===== src/rtl/block_mult_scheduler_pkg.sv =====
// Shared types and constants for the block-multiply tile scheduler.
package block_mult_scheduler_pkg;

  localparam int TILE_DIM    = 4;
  localparam int FEED_CYCLES = TILE_DIM;
  localparam int SKEW_CYCLES = 3;
  localparam int IDX_W       = 3;
  localparam int CFG_W       = 4;
  localparam int PH_W        = 2;

  typedef enum logic [2:0] {
    ST_IDLE   = 3'd0,
    ST_LOAD   = 3'd1,
    ST_FEED   = 3'd2,
    ST_SKEW   = 3'd3,
    ST_WAIT   = 3'd4,
    ST_WRITE  = 3'd5,
    ST_FINISH = 3'd6
  } state_t;

  // Tile counts must fit the 3-bit tile indices: 1..8.
  function automatic logic cfg_ok(input logic [CFG_W-1:0] v);
    return (v != '0) && (v <= CFG_W'(8));
  endfunction

endpackage


===== src/rtl/block_mult_scheduler_tile_index_counter.sv =====
// Nested i/j/k tile counter: k is innermost, then j, then i.
module tile_index_counter
  import block_mult_scheduler_pkg::*;
(
  input  logic             clock,
  input  logic             reset,
  input  logic             clear,
  input  logic             inc_k,
  input  logic             inc_tile,
  input  logic [CFG_W-1:0] cfg_m,
  input  logic [CFG_W-1:0] cfg_n,
  input  logic [CFG_W-1:0] cfg_k,
  output logic [IDX_W-1:0] i,
  output logic [IDX_W-1:0] j,
  output logic [IDX_W-1:0] k,
  output logic             last_k,
  output logic             last_tile
);

  logic last_i;
  logic last_j;

  assign last_i    = ({1'b0, i} == cfg_m - CFG_W'(1));
  assign last_j    = ({1'b0, j} == cfg_n - CFG_W'(1));
  assign last_k    = ({1'b0, k} == cfg_k - CFG_W'(1));
  assign last_tile = last_i && last_j;

  always_ff @(posedge clock or negedge reset) begin
    if (!reset) begin
      i <= '0;
      j <= '0;
      k <= '0;
    end else if (clear) begin
      i <= '0;
      j <= '0;
      k <= '0;
    end else if (inc_tile) begin
      // Finishing a result tile restarts the inner reduction.
      k <= '0;
      if (last_j) begin
        j <= '0;
        i <= last_i ? '0 : i + IDX_W'(1);
      end else begin
        j <= j + IDX_W'(1);
      end
    end else if (inc_k) begin
      k <= k + IDX_W'(1);
    end
  end

endmodule


===== src/rtl/block_mult_scheduler.sv =====
// Sequences operand fetch, systolic feed/skew, pass wait and result write per tile.
module block_mult_scheduler
  import block_mult_scheduler_pkg::*;
(
  input  logic             clock,
  input  logic             reset,
  input  logic             start,
  input  logic [CFG_W-1:0] cfg_m,
  input  logic [CFG_W-1:0] cfg_n,
  input  logic [CFG_W-1:0] cfg_k,
  input  logic             abort,
  output logic             rd_req,
  input  logic             rd_ack,
  output logic [IDX_W-1:0] a_row,
  output logic [IDX_W-1:0] b_col,
  output logic [IDX_W-1:0] k_idx,
  output logic [1:0]       feed_sel,
  output logic             feed_en,
  output logic             feed_zero,
  output logic             arr_clr_n,
  input  logic             arr_done,
  output logic             wr_req,
  input  logic             wr_ready,
  output logic             busy,
  output logic             done,
  output logic             err,
  output logic [2:0]       dbg_state
);

  // Handshakes: rd_req/wr_req rise with their tile indices and hold them
  // unchanged until the cycle rd_ack/wr_ready is high; the transfer completes
  // on that rising edge. abort in the same cycle wins and drops the request.

  state_t            state_q, state_d;
  logic [PH_W-1:0]   phase_q, phase_d;
  logic [CFG_W-1:0]  cfg_m_q, cfg_n_q, cfg_k_q;
  logic              err_q, err_d;
  logic              clr_n_q, clr_n_d;
  logic              load_cfg, clear, inc_k, inc_tile, kill;
  logic              last_k, last_tile;

  tile_index_counter u_idx (
    .clock     (clock),
    .reset     (reset),
    .clear     (clear),
    .inc_k     (inc_k),
    .inc_tile  (inc_tile),
    .cfg_m     (cfg_m_q),
    .cfg_n     (cfg_n_q),
    .cfg_k     (cfg_k_q),
    .i         (a_row),
    .j         (b_col),
    .k         (k_idx),
    .last_k    (last_k),
    .last_tile (last_tile)
  );

  always_ff @(posedge clock or negedge reset) begin
    if (!reset) begin
      state_q <= ST_IDLE;
      phase_q <= '0;
      cfg_m_q <= '0;
      cfg_n_q <= '0;
      cfg_k_q <= '0;
      err_q   <= 1'b0;
      clr_n_q <= 1'b0;
    end else begin
      state_q <= state_d;
      phase_q <= phase_d;
      err_q   <= err_d;
      clr_n_q <= clr_n_d;
      if (load_cfg) begin
        cfg_m_q <= cfg_m;
        cfg_n_q <= cfg_n;
        cfg_k_q <= cfg_k;
      end
    end
  end

  always_comb begin
    state_d   = state_q;
    phase_d   = '0;
    err_d     = err_q;
    load_cfg  = 1'b0;
    clear     = 1'b0;
    inc_k     = 1'b0;
    inc_tile  = 1'b0;
    rd_req    = 1'b0;
    wr_req    = 1'b0;
    feed_en   = 1'b0;
    feed_zero = 1'b0;
    feed_sel  = 2'd0;
    done      = 1'b0;
    kill      = abort && (state_q != ST_IDLE);

    case (state_q)
      ST_IDLE: begin
        if (start) begin
          load_cfg = 1'b1;
          clear    = 1'b1;
          if (cfg_ok(cfg_m) && cfg_ok(cfg_n) && cfg_ok(cfg_k)) begin
            err_d   = 1'b0;
            state_d = ST_LOAD;
          end else begin
            err_d   = 1'b1;
            state_d = ST_FINISH;
          end
        end
      end
      ST_LOAD: begin
        rd_req = 1'b1;
        if (rd_ack) state_d = ST_FEED;
      end
      ST_FEED: begin
        feed_en  = 1'b1;
        feed_sel = phase_q;
        if (phase_q == PH_W'(FEED_CYCLES - 1)) state_d = ST_SKEW;
        else phase_d = phase_q + PH_W'(1);
      end
      ST_SKEW: begin
        feed_en   = 1'b1;
        feed_zero = 1'b1;
        if (phase_q == PH_W'(SKEW_CYCLES - 1)) state_d = ST_WAIT;
        else phase_d = phase_q + PH_W'(1);
      end
      ST_WAIT: begin
        if (arr_done) begin
          if (last_k) begin
            state_d = ST_WRITE;
          end else begin
            inc_k   = 1'b1;
            state_d = ST_LOAD;
          end
        end
      end
      ST_WRITE: begin
        wr_req = 1'b1;
        if (wr_ready) begin
          inc_tile = 1'b1;
          state_d  = last_tile ? ST_FINISH : ST_LOAD;
        end
      end
      ST_FINISH: begin
        done    = 1'b1;
        state_d = ST_IDLE;
      end
      default: state_d = ST_IDLE;
    endcase

    if (kill) begin
      state_d   = ST_IDLE;
      phase_d   = '0;
      inc_k     = 1'b0;
      inc_tile  = 1'b0;
      rd_req    = 1'b0;
      wr_req    = 1'b0;
      feed_en   = 1'b0;
      feed_zero = 1'b0;
      feed_sel  = 2'd0;
      done      = 1'b0;
    end

    // Clear pulse covers only the first LOAD cycle of a tile (k restarts at 0).
    clr_n_d = !(((state_q == ST_IDLE) || (state_q == ST_WRITE)) && (state_d == ST_LOAD));
  end

  assign busy      = (state_q != ST_IDLE);
  assign err       = err_q;
  assign arr_clr_n = clr_n_q;
  assign dbg_state = state_q;

endmodule


===== config.mk =====
export PLATFORM = sky130hd
export DESIGN_NAME = block_mult_scheduler
export DESIGN_NICKNAME = d
export VERILOG_FILES = /design/src/rtl/block_mult_scheduler_pkg.sv /design/src/rtl/block_mult_scheduler_tile_index_counter.sv /design/src/rtl/block_mult_scheduler.sv
export SDC_FILE = /design/constraint.sdc
export NUM_CORES = 1
export LEC_CHECK = 0
export BUFFER_PORTS_ARGS = -buffer_cell sky130_fd_sc_hd__buf_2
export CORE_MARGIN = 2
export CORE_UTILIZATION = 30
export DETAILED_ROUTE_END_ITERATION = 10
export HOLD_SLACK_MARGIN = 0.15
export PLACE_DENSITY = 0.58
export SETUP_SLACK_MARGIN = 0.4
export SLEW_MARGIN = 20
export SYNTH_ARGS = -nofsm -noshare
export SYNTH_HDL_FRONTEND = slang
export SYNTH_SLANG_ARGS = --single-unit

===== constraint.sdc =====
create_clock -name clock -period 2 [get_ports clock]
set_clock_uncertainty 0.2 [all_clocks]
set_input_delay 0.3 -clock clock [delete_from_list [all_inputs] [get_ports clock]]
set_output_delay 0.3 -clock clock [all_outputs]
set_load 0.02 [all_outputs]

==> flow_metrics.tcl, run 1 <==
set metrics [dict create \
    grt_max_degree 29 \
    grt_use_total_pct 17.0 \
    fmax_mhz 466 \
    grt_pass1_wl_um 8760 \
    cts_tree "yes" \
    dr_total_vias 1916 \
    crit_fanout 4 \
    clkLatencyLatePin_ns 0.28 \
    dpl_cell_area_mm2 0.00238 \
    seq_area_frac_synth_pct 38.4 \
    setup_viol 8 \
    min_to "cfg_m_q[0]" \
    cts.sinks 28 \
    synthCells 206 \
    async_reset_ff_share_pct 100 \
    die_area_mm2 0.00672 \
    most-common-layout-cells "buf_4 (42), buf_2 (30), nand2_1 (29)" \
    antenna_found_initial 0 \
    layout.cells.most_common "buf_4" \
    fin_crit_ns 2.15 \
    grt-ovfl-total 0 \
    gp_congestion 0.770 \
    synth-seq-cells 28 \
    r2r_start "cfg_n_q[0]" \
    cts.path.max_buffers 2 \
    drt_first_iter_violations 74 \
    wl_per_cell_um 14.0 \
    seq_power_share_pct 24.0 \
    ys_warn_count 0 \
    area_delta_synth_final_pct 71.2 \
    routed_wl_um 5460 \
    drv_cap 0 \
    synth_edf_count 0 \
    hold_path.class "in2reg" \
    via_per_inst 4.91 \
    p_int_mw 2.45 \
    path_clk_slew_ns 0.10 \
    die_w_um 82.0 \
    synth_top_area_share_pct 38.4 \
    netlist_area_mm2 0.00182 \
    grt_pass1_vias 1858 \
    initial_core_util_pct 31.0 \
    cts_root_buf "clkbuf_8" \
    period_share_pct 107 \
    critPathArrivalTime_ns 2.12 \
    io_pins 41 \
    hold_viol_final 0 \
    slew_headroom_pct 55.9 \
    numCtsBuffers 3 \
    antenna_cells 0 \
    power_density_mw_per_mm2 1360 \
    synth_area_per_cell_um2 8.85 \
    status "complete, but fails checks" \
    final_cell_area_mm2 0.00312 \
    antenna_left 0 \
    finalMaxSlewViolations 0 \
    critPathCaptureType "flop" \
    synth_flop_cell "dfrtp_1" \
    core_area_mm2 0.00589 \
    num_rows 28 \
    rsz0062_at_grt "true" \
    die_y_um 82.0 \
    cp-start-kind "flop" \
    htreeDepth 1 \
    reg2reg_depth 7 \
    yosysTopAreaCell "dfrtp_1" \
    drc_errors 0 \
    drive_above_1_share_pct 50.5 \
    first_pass_iters 4 \
    numPortBuffers 40 \
    hpwl_um 3420 \
    synthTopCellsByArea "dfrtp_1 (38%), nand2_1 (8.2%), ha_1 (6.9%)" \
    leakage_nw 1.49 \
    peakVddDrop_mv 0.659 \
    cp.required_ns 1.97 \
    path_class "reg2reg" \
    min_from "cfg_m[0]" \
    worst_pin_slew_ns 0.662 \
    switching_share_pct 42.2 \
    p_sw_mw 1.79 \
    total_power_mw 4.23 \
    fin_ws_ns -0.146 \
    r2r-end "arr_clr_n" \
    violations "negative setup slack" \
    finalNetCount 346 \
    clkPwrFrac_pct 7.4 \
    p_comb_share_pct 68.6 \
    synth_nets 235 \
    synth_cell_type_count 49 \
    reg2reg_slack_ns -0.15 \
    holdPathStages 4 \
]
==> layout make-up <==
cell class,count,area [um^2]
fill,535,2760
multi-input combinational,155,1260
timing repair buffer,113,956
sequential,28,706
tap,75,93.8
inverter,16,63.8
clock buffer,3,41.3
==> timing repair <==
action,4_1_cts,5_1_grt
setup buffers,23,6
cloned,2,1
pin swaps,20,9
resized for setup,51,33
hold buffers,12,1
endpoints found under the hold margin,39,1
endpoints found under the setup margin,27,35
==> per-layer routing <==
| layer | global-route usage [%] | share of wire, % | up-vias |
|---|---|---|---|
| met5 | 0 | 0 | - |
| met4 | 3.17 | 0.93 | 0 |
| met3 | 3.85 | 4.3 | 6 |
| met2 | 29.4 | 52 | 51 |
| met1 | 21.7 | 43 | 921 |
| li1 | - | - | 938 |
==> cell families after synthesis <==
kind of cell    after synthesis  synth area share (%)
compound gates               40                  16.7
xor+xnor                     11                  5.70
fa+ha+maj                    10                  6.86
buf+inv                      23                  5.22
flops                        28                  38.4
mux                           6                  3.36
simple gates                 88                  23.7
==> metrics by stage <==
stage / TNS, ns / setup WS [ns] / utilization (%) / hold slack (ns) / instances
4_1_cts: -0.229 / -0.121 / 49.7 / 0.151 / 382
2_1_floorplan: -0.172 / -0.0742 / - / -0.196 / 206
5_1_grt: -1.20 / -0.205 / 53.0 / 0.164 / 390
6_report: -0.509 / -0.146 / 53.0 / 0.148 / 390
3_5_place_dp: -0.555 / -0.120 / 40.4 / 0.168 / 342
3_3_place_gp: -0.244 / -0.0768 / 40.4 / 0.170 / 342
==> synth_stat cells (all sizes together), types with 3 or more instances <==
| master | instances |
|---|---|
| and2 | 4 |
| nor3 | 8 |
| o21ai | 11 |
| mux2i | 5 |
| a21oi | 6 |
| nor2 | 9 |
| o21a | 3 |
| o31a | 3 |
| inv | 16 |
| xor2 | 5 |
| xnor2 | 6 |
| or3 | 3 |
| nor4 | 3 |
| nand3 | 5 |
| nor2b | 3 |
| ha | 10 |
| clkbuf | 5 |
| nand2 | 40 |
| dfrtp | 28 |
==> power groups by stage <==
stage          Clock, mW  Combinational, mW  Sequential [mW]
6_report           0.314               2.90             1.02
3_3_place_gp           0               1.92             1.03
2_1_floorplan          0               1.30             1.09
3_5_place_dp           0               1.95             1.03
5_1_grt            0.346               3.14             1.05
4_1_cts            0.316               2.58             1.00
==> worst max-delay path: stages, from the launching register on <==
cell     delay (ns)
dfrtp_1        0.38
inv_2          0.06
ha_4           0.16
xor2_2         0.18
and3b_2        0.23
o221a_4        0.27
a311o_1        0.29
a211o_1        0.27
==> worst max-delay path by stage <==
| stage | startpoint | endpoint | slack (ns) |
|---|---|---|---|
| 2_1_floorplan | cfg_n_q[1] | arr_clr_n | -0.07 |
| 3_3_place_gp | cfg_n_q[0] | arr_clr_n | -0.08 |
| 3_5_place_dp | cfg_k[1] | arr_clr_n | -0.12 |
| 4_1_cts | cfg_n_q[1] | arr_clr_n | -0.12 |
| 5_1_grt | cfg_n_q[1] | arr_clr_n | -0.21 |
| 6_report | cfg_n_q[0] | arr_clr_n | -0.15 |
==> flip-flops by register name, indices dropped and copies added (netlist names) <==
register and count:
u_idx.j 3, phase_q 2, u_idx.k 3, arr_clr_n 1
u_idx.i 3, cfg_n_q 4, dbg_state 3, err 1
cfg_k_q 4, cfg_m_q 4
No activity file was read; power rests on OpenSTA's default activity.
==> run 2, diff against run 1 <==
--- a/config.mk
+++ b/config.mk
@@ -5,14 +5,15 @@
 export SDC_FILE = /design/constraint.sdc
 export NUM_CORES = 1
 export LEC_CHECK = 0
-export BUFFER_PORTS_ARGS = -buffer_cell sky130_fd_sc_hd__buf_2
 export CORE_MARGIN = 2
 export CORE_UTILIZATION = 30
 export DETAILED_ROUTE_END_ITERATION = 10
+export DONT_BUFFER_PORTS = 1
 export HOLD_SLACK_MARGIN = 0.15
-export PLACE_DENSITY = 0.58
+export PLACE_DENSITY = 0.52
 export SETUP_SLACK_MARGIN = 0.4
 export SLEW_MARGIN = 20
 export SYNTH_ARGS = -nofsm -noshare
 export SYNTH_HDL_FRONTEND = slang
+export SYNTH_HIERARCHICAL = 1
 export SYNTH_SLANG_ARGS = --single-unit
==> flow_metrics.tcl, run 2 <==
set metrics [dict create \
    peakVddDrop_mv 0.648 \
    critPathCaptureType "flop" \
    largest_registers "cfg_k_q (4), cfg_m_q (4), cfg_n_q (4)" \
    die_y_um 81.9 \
    via_per_inst 4.83 \
    total_power_mw 4.32 \
    async_reset_ff_share_pct 100 \
    crit_fanout 3 \
    synthTopCellsByCount "dfrtp_1 (28), inv_1 (17), nor3_1 (15)" \
    finalNetCount 287 \
    seq_area_frac_synth_pct 38.5 \
    synth_flop_cell "dfrtp_1" \
    hpwl_um 3390 \
    min_from "abort" \
    grt_max_degree 29 \
    synth_top_area_share_pct 38.5 \
    layout.cells.most_common "buf_4" \
    r2r_start "cfg_n_q[1]" \
    rsz0062_at_grt "true" \
    drt_first_iter_violations 60 \
    initial_core_util_pct 30.9 \
    antenna_found_initial 0 \
    min_to "phase_q[0]" \
    gp_congestion 0.784 \
    clkLatencyLatePin_ns 0.28 \
    ys_warn_count 6 \
    synth_area_per_cell_um2 9.78 \
    leakage_nw 1.30 \
    worst_pin_slew_ns 0.406 \
    cp.required_ns 2.00 \
    drv_cap 0 \
    netlist_area_mm2 0.00182 \
    core_area_mm2 0.00589 \
    finalMaxSlewViolations 0 \
    antenna_cells 0 \
    grt_use_total_pct 15.3 \
    grt_pass1_wl_um 7890 \
    area_delta_synth_final_pct 61.0 \
    cts.sinks 28 \
    holdPathStages 3 \
    dr_total_vias 1605 \
    synth-seq-cells 28 \
    reg2reg_slack_ns -0.31 \
    fin_ws_ns -0.308 \
    synthTopCellsByArea "dfrtp_1 (39%), ha_1 (6.9%), mux2_2 (6.8%)" \
    cts_tree "yes" \
    htreeDepth 1 \
    die_w_um 81.9 \
    numCtsBuffers 3 \
    path_clk_slew_ns 0.11 \
    antenna_left 0 \
    ctsHoldBuffers 15 \
    routed_wl_um 4980 \
    cts.path.max_buffers 2 \
    synth_nets 215 \
    timing.hold.ws_ns 0.0389 \
    synth_edf_count 0 \
    synthCells 186 \
    wl_per_cell_um 15.0 \
    yosysTopAreaCell "dfrtp_1" \
    fin_crit_ns 2.31 \
    status "complete, but fails checks" \
    numPortBuffers 0 \
    slew_headroom_pct 72.6 \
    synth_cell_type_count 43 \
    synth.most_common_cell "dfrtp_1" \
    setup_viol 12 \
    critPathArrivalTime_ns 2.31 \
    reg2reg_depth 8 \
    grt_pass1_vias 1619 \
    r2r-end "u_idx/i[2]" \
    fill_cells 547 \
    grt-ovfl-total 0 \
    drive_above_1_share_pct 46.3 \
    die_area_mm2 0.00670 \
    power_density_mw_per_mm2 1470 \
    io_pins 41 \
    most-common-layout-cells "buf_4 (37), dfrtp_1 (27), buf_6 (17)" \
    path_class "reg2reg" \
    cp-start-kind "flop" \
    cts_root_buf "clkbuf_8" \
    period_share_pct 115 \
    hold_viol_final 0 \
    violations "negative setup slack" \
    first_pass_iters 4 \
    hold_path.class "in2reg" \
    drc_errors 0 \
    fmax_mhz 433 \
    num_rows 28 \
]
## run 2: layout make-up
| cell class | instances | area, um^2 | area share, % |
|---|---|---|---|
| multi-input combinational | 134 | 1280 | 43.7 |
| timing repair buffer | 73 | 712 | 24.3 |
| sequential | 28 | 702 | 24.0 |
| tap | 75 | 93.8 | 3.20 |
| inverter | 18 | 71.3 | 2.43 |
| clock buffer | 3 | 41.3 | 1.41 |
| clock inverter | 1 | 30.0 | 1.03 |
## run 2: cells by family after synthesis
| group | synth area share (%) |
|---|---|
| fa+ha+maj | 6.88 |
| xor+xnor | 8.94 |
| mux | 9.08 |
| simple gates | 17.8 |
| compound gates | 12.7 |
| buf+inv | 6.12 |
| flops | 38.5 |
## run 2: stage by stage
stage          setup TNS, ns  instance area [um^2]  std cells  setup slack [ns]  util [%]
3_5_place_dp           -1.59                  2230        295            -0.287      37.9
5_1_grt                -3.14                  2930        332            -0.392      49.8
2_1_floorplan          -1.82                  1880        186            -0.277         -
3_3_place_gp           -1.45                  2230        295            -0.247      37.9
6_report               -1.86                  2930        332            -0.308      49.8
4_1_cts                -1.92                  2760        324            -0.317      46.9
## run 2: layer usage
metal	routed length, um	track usage (%)
met5	0	0
met4	91	5.83
met3	290	3.52
met2	2400	25.7
met1	2200	19.1
## run 2: power by group
group | switching [mW] | total [mW] | internal (mW) | leakage [nW]
Clock | 0.200 | 0.468 | 0.269 | 0.0357
Combinational | 1.35 | 2.90 | 1.55 | 0.917
Sequential | 0.189 | 0.951 | 0.762 | 0.350
Total | 1.74 | 4.32 | 2.58 | 1.30
## run 2: worst max-delay path, stage by stage (launching register included)
cell	delay (ns)
dfrtp_1	0.36
inv_1	0.04
ha_1	0.29
xnor2_1	0.13
a211o_1	0.24
buf_4	0.14
buf_6	0.11
or4_4	0.50
o311ai_2	0.21
## run 2: how the worst max path moves through the flow
stage,from,endpoint,slack (ns),cells after the start
after floorplan,cfg_n_q[0],arr_clr_n,-0.28,10
after global placement,cfg_n_q[1],arr_clr_n,-0.25,10
after detailed placement,cfg_n_q[1],arr_clr_n,-0.29,10
after CTS,cfg_n_q[1],arr_clr_n,-0.32,10
after global routing,cfg_n_q[1],dbg_state[2],-0.39,10
final,cfg_n_q[1],u_idx/i[2],-0.31,8
## run 2: repair_timing
item,in CTS,in global routing
resized for setup,51,23
endpoints found under the setup margin,34,34
pin swaps,18,14
gates cloned,1,0
buffers inserted,9,8
endpoints found under the hold margin,44,2
